===== config.mk =====
export PLATFORM = sky130hd
export DESIGN_NAME = ex_muldiv_unit
export DESIGN_NICKNAME = d
export VERILOG_FILES = /design/src/rtl/ex_muldiv_unit.sv
export SDC_FILE = /design/constraint.sdc
export NUM_CORES = 1
export LEC_CHECK = 0
export ABC_AREA = 1
export BUFFER_PORTS_ARGS = -buffer_cell sky130_fd_sc_hd__buf_2
export CAP_MARGIN = 10
export CORE_MARGIN = 2
export CORE_UTILIZATION = 40
export CTS_CLUSTER_SIZE = 10
export DETAILED_ROUTE_END_ITERATION = 6
export HOLD_SLACK_MARGIN = 0.02
export PLACE_DENSITY = 0.55
export SETUP_SLACK_MARGIN = 0.02
export SLEW_MARGIN = 20
export SYNTH_ARGS = -nofsm -noshare
export SYNTH_HDL_FRONTEND = slang
export SYNTH_SLANG_ARGS = --single-unit

===== constraint.sdc =====
create_clock -name clk_i -period 7 [get_ports clk_i]
set_input_delay 1.75 -clock clk_i [delete_from_list [all_inputs] [get_ports clk_i]]
set_output_delay 1.75 -clock clk_i [all_outputs]
set_load 0.01 [all_outputs]

===== src/rtl/ex_muldiv_unit.sv =====
// Iterative RV32M multiply/divide sequencer beside the EX-stage ALU.
// Shift-add multiply and restoring divide, 32 iterations, registered result.
module ex_muldiv_unit (
    input  logic        clk_i,
    input  logic        rst_ni,
    input  logic        start_i,
    input  logic [2:0]  op_i,
    input  logic [31:0] a_i,
    input  logic [31:0] b_i,
    input  logic        ex_stall_i,
    input  logic        flush_i,
    output logic        busy_o,
    output logic        done_o,
    output logic [31:0] result_o
);

    typedef enum logic [1:0] {
        S_IDLE,
        S_RUN,
        S_DONE
    } state_t;

    state_t      state_q, state_d;
    logic [2:0]  op_q;
    logic        neg_q;
    logic [5:0]  cnt_q;
    logic [63:0] acc_q, mcand_q;
    logic [31:0] mplier_q;
    logic [31:0] rem_q, quo_q, dvsr_q;
    logic [31:0] result_q;

    logic        accept, is_div, a_sgn, b_sgn, a_neg, b_neg;
    logic [31:0] a_mag, b_mag;
    logic        div_zero, div_ovf, fast, neg_d;
    logic [31:0] fast_res;

    assign accept = (state_q == S_IDLE) && start_i && !flush_i;
    assign is_div = op_i[2];
    assign a_sgn  = (op_i == 3'b001) || (op_i == 3'b010) ||
                    (op_i == 3'b100) || (op_i == 3'b110);
    assign b_sgn  = (op_i == 3'b001) || (op_i == 3'b100) ||
                    (op_i == 3'b110);
    assign a_neg  = a_sgn && a_i[31];
    assign b_neg  = b_sgn && b_i[31];
    assign a_mag  = a_neg ? -a_i : a_i;
    assign b_mag  = b_neg ? -b_i : b_i;

    assign div_zero = is_div && (b_i == 32'd0);
    assign div_ovf  = is_div && !op_i[0] &&
                      (a_i == 32'h8000_0000) && (b_i == 32'hFFFF_FFFF);
    assign fast     = div_zero || div_ovf;

    always_comb begin
        fast_res = 32'd0;
        if (div_zero)
            fast_res = op_i[1] ? a_i : 32'hFFFF_FFFF;
        else if (div_ovf)
            fast_res = op_i[1] ? 32'd0 : 32'h8000_0000;
    end

    // Remainder takes the dividend's sign; everything else the sign xor.
    assign neg_d = (is_div && op_i[1]) ? a_neg : (a_neg ^ b_neg);

    logic [63:0] acc_nxt, prod;
    logic [32:0] shl, diff;
    logic [31:0] rem_nxt, quo_nxt, qv, rv, run_res;
    logic        last;

    assign acc_nxt = mplier_q[0] ? acc_q + mcand_q : acc_q;
    assign shl     = {rem_q, quo_q[31]};
    assign diff    = shl - {1'b0, dvsr_q};
    assign rem_nxt = diff[32] ? shl[31:0] : diff[31:0];
    assign quo_nxt = {quo_q[30:0], ~diff[32]};
    assign last    = (cnt_q == 6'd31);

    assign prod = neg_q ? -acc_nxt : acc_nxt;
    assign qv   = neg_q ? -quo_nxt : quo_nxt;
    assign rv   = neg_q ? -rem_nxt : rem_nxt;

    always_comb begin
        run_res = prod[63:32];
        if (op_q[2])
            run_res = op_q[1] ? rv : qv;
        else if (op_q[1:0] == 2'b00)
            run_res = prod[31:0];
    end

    always_ff @(posedge clk_i or negedge rst_ni) begin
        if (!rst_ni)
            state_q <= S_IDLE;
        else
            state_q <= state_d;
    end

    always_comb begin
        state_d = state_q;
        unique case (state_q)
            S_IDLE:  if (accept) state_d = fast ? S_DONE : S_RUN;
            S_RUN:   if (last) state_d = S_DONE;
            S_DONE:  if (!ex_stall_i) state_d = S_IDLE;
            default: state_d = S_IDLE;
        endcase
        if (flush_i)
            state_d = S_IDLE;
    end

    always_ff @(posedge clk_i or negedge rst_ni) begin
        if (!rst_ni) begin
            op_q     <= 3'd0;
            neg_q    <= 1'b0;
            cnt_q    <= 6'd0;
            acc_q    <= 64'd0;
            mcand_q  <= 64'd0;
            mplier_q <= 32'd0;
            rem_q    <= 32'd0;
            quo_q    <= 32'd0;
            dvsr_q   <= 32'd0;
            result_q <= 32'd0;
        end else if (accept) begin
            op_q     <= op_i;
            neg_q    <= neg_d;
            cnt_q    <= 6'd0;
            acc_q    <= 64'd0;
            mcand_q  <= {32'd0, a_mag};
            mplier_q <= b_mag;
            rem_q    <= 32'd0;
            quo_q    <= a_mag;
            dvsr_q   <= b_mag;
            if (fast)
                result_q <= fast_res;
        end else if (state_q == S_RUN) begin
            cnt_q    <= cnt_q + 6'd1;
            acc_q    <= acc_nxt;
            mcand_q  <= mcand_q << 1;
            mplier_q <= mplier_q >> 1;
            rem_q    <= rem_nxt;
            quo_q    <= quo_nxt;
            if (last && !flush_i)
                result_q <= run_res;
        end
    end

    assign busy_o   = (state_q == S_RUN);
    assign done_o   = (state_q == S_DONE);
    assign result_o = result_q;

endmodule


==> run summary, run 1 <==
Hold WC Path Type: reg -> reg
Final Skew: 0.0212 ns
unrepaired setup endpoints after global routing: no
dpl hpwl: 96500 µm
PnR worst setup slack: 1.99 ns
commonest non-fill, non-tap cell in the layout: nand2_1
worst slew pin tran: 1.14 ns
area occupied by multi-input gates: 17000 µm²
register share of total power: 0.201
PortBufs: 105
critical setup path kind: reg -> reg
Cell Rows: 97
CP arrival: 5.50 ns
Int Power: 6.66 mW
routed vias: 30800
sequential area share after synthesis: 0.267
cts bufs inserted: 42
first-pass GRT wire length: 183000 µm
Logic pwr share: 0.648
Pwr Density: 494 nW/µm²
Synth Area per Inst: 5.88 µm²
core area: 69800 µm²
area grow syn2layout: 9.86%
Die X-Extent: 269 µm
ys flop type: dfrtp_1
CTS Root Cell: clkbuf_16
Via density: 5.33
MaxCap Viol Count: 0
routability cong.: 1.01
Die Height: 269 µm
Clk pwr share: 0.151
clock latency on the worst-skew pair: 0.60 ns
most frequent cells in the layout: nand2_1 (1520), inv_1 (774), nor2_1 (462)
relative slew slack: 0.235
sw frac: 0.564
Boundary Pins: 106
initial antenna violation count: 10
Residual DRC: 0
minimum clock period: 5.01 ns
Initial Util: 0.403
met3 Usage GRT: 0.0411
CTS tree: done
CTS Sinks: 300
M1 GR Usage: 0.391
WP data required: 7.49 ns
Post-DP Area: 29500 µm²
Max Fclk: 0.199 GHz
Post-Layout Inst Area: 30900 µm²
hold_ws: 0.482 ns
die area: 72500 µm²
Fillers: 7707
pre-CTS WS: 1.55 ns
Startpoint Class: flop
Post-CTS Setup Bufs: 0
Clock Pin Slew Worst Setup and Hold Paths: 0.06 ns
Max VDD drop: 0.273 mV
Most Crowded Layer GR: met2
drt first pass iters: 6
vias in the first global route: 29600
total track usage: 0.331
DRT iter0 DRCs: 2621
Resize count post-CTS: 0
largest net degree at the start of global routing: 118
grt ovf: 0
synthesized cell area: 28100 µm²
ratio of final minimum period to clock period: 0.716
number of synthesized flops with an enable pin: 0
count of final setup violators: 0
Netlist cell types: 56
Worst Setup End Kind: flop
Post-synth ARST share: 1.00
Routed WL: 122000 µm
Critical Path Fanout Max: 41
post-route ant nets: 0
Setup TNS Final: 0 ns
layout cell share with drive strength beyond 1: 0.0680
YS warnings: 0
Syn Nets: 4960
GRT met2 Usage: 0.570
Yosys reg bits: 300
sequential standard cell area: 7510 µm²
number of H-tree levels: 2
max-slew violations: 0
outcome: complete, no violations
Max Root-Sink Buffers: 3
Gate Count Post-Synth: 4784
Psw: 8.60 mW
Post-CTS Hold Buffers: 0
final hold violation count: 0
post-DR wirelength/cell: 21.2 µm
LEAKAGE: 16.4 nW
Final nets: 4986
## logic make-up (layout without fill, tap and decap cells)
kind of cell / Yosys count / after routing / share of synthesized area
simple gates: 2590 / 2590 / 0.385
buf+inv: 943 / 997 / 0.129
other cells: 0 / 2 / 0
fa+ha+maj: 104 / 104 / 0.0468
compound gates: 821 / 821 / 0.164
xor+xnor: 26 / 26 / 0.00810
flops: 300 / 300 / 0.267
## final timing paths
| path | cells after the start | startpoint | endpoint | slack, ns |
|---|---|---|---|---|
| max in group asynchronous | 2 | rst_ni | neg_q$_DFFE_PN0P_ | 4.62 |
| min in group asynchronous | 1 | rst_ni | mcand_q[36]$_DFFE_PN0P_ | 1.09 |
| worst max register to register | 26 | quo_q[31]$_DFFE_PN0P_ | result_o[26]$_DFFE_PN0P_ | 1.99 |
| worst min register to register | 1 | cnt_q[2]$_DFFE_PN0P_ | cnt_q[2]$_DFFE_PN0P_ | 0.48 |
| worst min-delay path | 1 | cnt_q[2]$_DFFE_PN0P_ | cnt_q[2]$_DFFE_PN0P_ | 0.48 |
| worst max-delay path | 26 | quo_q[31]$_DFFE_PN0P_ | result_o[26]$_DFFE_PN0P_ | 1.99 |
## cell type report
| cell class | instances | area share |
|---|---|---|
| clock buffer | 59 | 0.0387 |
| multi-input combinational | 3541 | 0.551 |
| clock inverter | 13 | 0.00765 |
| antenna | 2 | 0.000162 |
| timing repair buffer | 132 | 0.0251 |
| sequential | 300 | 0.243 |
| tap | 940 | 0.0381 |
| inverter | 793 | 0.0966 |
## Yosys cell counts (15+ instances only)
| cell type | number | share of area |
|---|---|---|
| o21ai_0 | 294 | 0.052 |
| xor2_1 | 17 | 0.0053 |
| nand2_1 | 1520 | 0.20 |
| nand4_1 | 42 | 0.0093 |
| buf_1 | 23 | 0.0031 |
| nand3b_1 | 15 | 0.0040 |
| o221ai_1 | 21 | 0.0065 |
| a22oi_1 | 20 | 0.0053 |
| dfrtp_1 | 300 | 0.27 |
| a21oi_1 | 283 | 0.050 |
| a31oi_1 | 17 | 0.0038 |
| nand2_2 | 51 | 0.011 |
| nor2_1 | 465 | 0.062 |
| inv_1 | 778 | 0.10 |
| clkbuf_1 | 100 | 0.013 |
| buf_2 | 17 | 0.0030 |
| o211ai_1 | 15 | 0.0040 |
| nand3_1 | 364 | 0.065 |
| o22ai_1 | 96 | 0.021 |
| nor3_1 | 64 | 0.011 |
| ha_1 | 102 | 0.045 |
## power by group through the flow
stage | registers (mW) | logic (mW) | clock network [mW]
2_1_floorplan | 2.78 | 6.89 | 0
3_3_place_gp | 3.08 | 9.70 | 0
3_5_place_dp | 3.07 | 9.72 | 0
4_1_cts | 3.05 | 9.76 | 2.34
5_1_grt | 3.13 | 11.0 | 2.40
6_report | 3.06 | 9.89 | 2.31
## critical path: stages, from the launching register on
cell     delay, ns
dfrtp_1       0.39
inv_1         0.08
ha_1          0.30
inv_1         0.15
fa_1          0.44
nand2_1       0.10
nand3_1       0.07
nand3_1       0.09
nand2_1       0.11
nand2_1       0.09
nand2_2       0.09
nand2_2       0.12
nand3_2       0.11
nand2_4       0.42
ha_1          0.29
nand2_1       0.11
nor2_1        0.34
nand3_1       0.27
o21ai_0       0.35
o21ai_0       0.23
or2_2         0.33
nand3_1       0.08
o21ai_1       0.07
nand2_1       0.10
nand3_1       0.08
nand2_1       0.06
inv_1         0.04
## flip-flops by register name, indices dropped and copies added, names as in the netlist, 3 cells and up
name,flops
acc_q,64
cnt_q,6
dvsr_q,32
mcand_q,64
mplier_q,32
op_q,3
quo_q,32
rem_q,32
result_o,32
## metrics by stage
stage / util / power (mW) / cells
after CTS: 0.443 / 15.2 / 5778
after detailed placement: 0.422 / 12.8 / 5706
after global placement: 0.422 / 12.8 / 5706
final: 0.443 / 15.3 / 5780
after floorplan: - / 9.67 / 4784
after global routing: 0.443 / 16.5 / 5779
## per-layer routing
layer	routed length, µm	part of all wire
met3	6100	0.050
met1	49000	0.40
met4	8710	0.071
met5	93	0.00076
met2	58500	0.48
Power figures use the tool's default switching activity.
==> inputs of run 2 (changes only) <==
==> constraint.sdc (replaced) <==
create_clock -name clk_i -period 5.1 [get_ports clk_i]
set_input_delay 1.275 -clock clk_i [delete_from_list [all_inputs] [get_ports clk_i]]
set_output_delay 1.275 -clock clk_i [all_outputs]
set_load 0.01 [all_outputs]
==> run 2 against run 1 <==
Clock power is 29% higher. Non-clock buffer count rose by 22. Power up 37%. Hold slack worse by 0.0081 ns. Count of clock-buffer cells in the layout up 1. Core utilization increased by 0.13 points. Worst setup slack got worse by 1.5 ns. Via count up 1.2%. Sequential power grew 36%.
==> run summary, run 2 (synthesized netlist as in run 1, its figures left out) <==
layout cell share with drive strength beyond 1: 0.0718 (was 0.0680)
worst slew pin tran: 1.14 ns (about the same)
Final nets: 5008 (was 4986)
Post-CTS Hold Buffers: 0 (unchanged)
Top Layer Used: met5 (unchanged)
Pwr Density: 673 nW/µm² (was 494 nW/µm²)
die area: 72500 µm² (unchanged)
clock latency on the worst-skew pair: 0.60 ns (about the same)
biggest regs: acc_q x64, mcand_q x64 (unchanged)
relative slew slack: 0.236 (was 0.235)
WP data required: 5.58 ns (was 7.49 ns)
Critical Path Fanout Max: 5 (was 41)
CTS Root Cell: clkbuf_16 (unchanged)
post-DR wirelength/cell: 21.2 µm (about the same)
max-slew violations: 0 (unchanged)
LEAKAGE: 16.5 nW (was 16.4 nW)
area grow syn2layout: 10.2% (was 9.86%)
first-pass GRT wire length: 185000 µm (was 183000 µm)
commonest non-fill, non-tap cell in the layout: nand2_1 (unchanged)
most frequent cells in the layout: nand2_1 (1520), inv_1 (774), nor2_1 (462) (unchanged)
post-route ant nets: 0 (unchanged)
Cell Rows: 97 (unchanged)
Final Skew: 0.0206 ns (was 0.0212 ns)
Initial Util: 0.403 (unchanged)
initial antenna violation count: 10 (unchanged)
routed vias: 31200 (was 30800)
MaxCap Viol Count: 0 (unchanged)
Die Height: 269 µm (unchanged)
count of final setup violators: 0 (unchanged)
unrepaired setup endpoints after global routing: no (unchanged)
critical setup path kind: reg -> reg (unchanged)
Post-Layout Inst Area: 31000 µm² (was 30900 µm²)
minimum clock period: 4.63 ns (was 5.01 ns)
Post-DP Area: 29600 µm² (was 29500 µm²)
Die X-Extent: 269 µm (unchanged)
CTS Sinks: 300 (unchanged)
Resize count post-CTS: 0 (unchanged)
vias in the first global route: 30000 (was 29600)
Boundary Pins: 106 (unchanged)
Residual DRC: 0 (unchanged)
routability cong.: 1.01 (about the same)
hold_ws: 0.474 ns (was 0.482 ns)
number of H-tree levels: 2 (unchanged)
core area: 69800 µm² (unchanged)
DRT iter0 DRCs: 2425 (was 2621)
Startpoint Class: flop (unchanged)
PortBufs: 105 (unchanged)
Via density: 5.38 (was 5.33)
Hold WC Path Type: reg -> reg (unchanged)
Max Root-Sink Buffers: 3 (unchanged)
Worst Setup End Kind: flop (unchanged)
largest net degree at the start of global routing: 113 (was 118)
CTS tree: done (unchanged)
WL met2: 57800 µm (was 58500 µm)
Routed WL: 123000 µm (was 122000 µm)
drt first pass iters: 6 (unchanged)
Max VDD drop: 0.316 mV (was 0.273 mV)
met3 WL: 7020 µm (was 6100 µm)
dpl hpwl: 97200 µm (was 96500 µm)
CP arrival: 5.11 ns (was 5.50 ns)
cts bufs inserted: 42 (unchanged)
Power, Total: 20.9 mW (was 15.3 mW)
final hold violation count: 0 (unchanged)
Clock Pin Slew Worst Setup and Hold Paths: 0.06 ns (about the same)
Setup TNS Final: 0 ns (unchanged)
outcome: complete, no violations (unchanged)
grt ovf: 0 (unchanged)
Post-CTS Setup Bufs: 0 (unchanged)
ratio of final minimum period to clock period: 0.907 (was 0.716)
total track usage: 0.333 (was 0.331)
Max Fclk: 0.216 GHz (was 0.199 GHz)
utilization after layout: 0.444 (was 0.443)
Metal-1 WL: 48600 µm (was 49000 µm)
## run 2: cell types whose count changed in the layout (fill, tap and decap cells not counted), moves of 2 or more
cell	before	now
buf_12	3	5
buf_4	24	43
bufinv_16	6	2
clkbuf_1	10	13
clkbuf_8	6	4
clkinv_2	4	9
## run 2: layout make-up
| class | count | area (µm²) |
|---|---|---|
| multi-input cells | 3541 | 17000 |
| fillers | 7788 | 38800 |
| repair buffers | 154 | 986 |
| clock buffers | 60 | 1180 |
| diodes | 2 | 5.00 |
| flip-flops and latches | 300 | 7510 |
| inverters | 793 | 2980 |
| clock inverters | 14 | 143 |
| well taps | 940 | 1180 |
## run 2: through the flow
| step | setup slack [ns] | std cells |
|---|---|---|
| after floorplan | 1.43 | 4784 |
| after global placement | 0.574 | 5727 |
| after detailed placement | 0.446 | 5727 |
| after CTS | 0.520 | 5801 |
| after global routing | 0.191 | 5802 |
| final | 0.474 | 5804 |
## run 2: worst paths after layout
path | slack [ns] | start | to | cells past startpoint
setup / recovery | 0.47 | mcand_q[6]$_DFFE_PN0P_ | result_o[7]$_DFFE_PN0P_ | 21
hold / removal | 0.47 | cnt_q[5]$_DFFE_PN0P_ | cnt_q[5]$_DFFE_PN0P_ | 1
setup reg to reg | 0.47 | mcand_q[6]$_DFFE_PN0P_ | result_o[7]$_DFFE_PN0P_ | 21
hold reg to reg | 0.47 | cnt_q[5]$_DFFE_PN0P_ | cnt_q[5]$_DFFE_PN0P_ | 1
max in group asynchronous | 3.37 | rst_ni | neg_q$_DFFE_PN0P_ | 3
min in group asynchronous | 0.55 | rst_ni | acc_q[7]$_DFFE_PN0P_ | 1
## run 2: power by group
group	internal (mW)	total, mW	switching (mW)
Sequential	3.28	4.16	0.888
Clock	1.71	2.97	1.25
Combinational	4.01	13.7	9.74
## run 2: critical path, stage by stage (launching register included)
cell     delay, ns
dfrtp_1       0.43
ha_1          0.39
nand2_1       0.12
nor2_1        0.32
nand3_1       0.19
nand3_1       0.21
nand2_1       0.09
nand2_1       0.16
nand2_1       0.11
nand2_1       0.07
nand2_1       0.06
nand3_1       0.06
o21ai_0       0.36
nand2_1       0.25
nor2_1        0.07
and2_1        0.18
nand2_1       0.08
nand2_1       0.09
o21ai_0       0.71
nand3_1       0.30
nand2_1       0.18
a21oi_1       0.07
## run 2: per-layer routing
metal | track usage | up-vias
li1 | - | 15400
met1 | 0.395 | 14400
met2 | 0.567 | 1007
met3 | 0.0447 | 331
met4 | 0.216 | 16
met5 | 0 | -
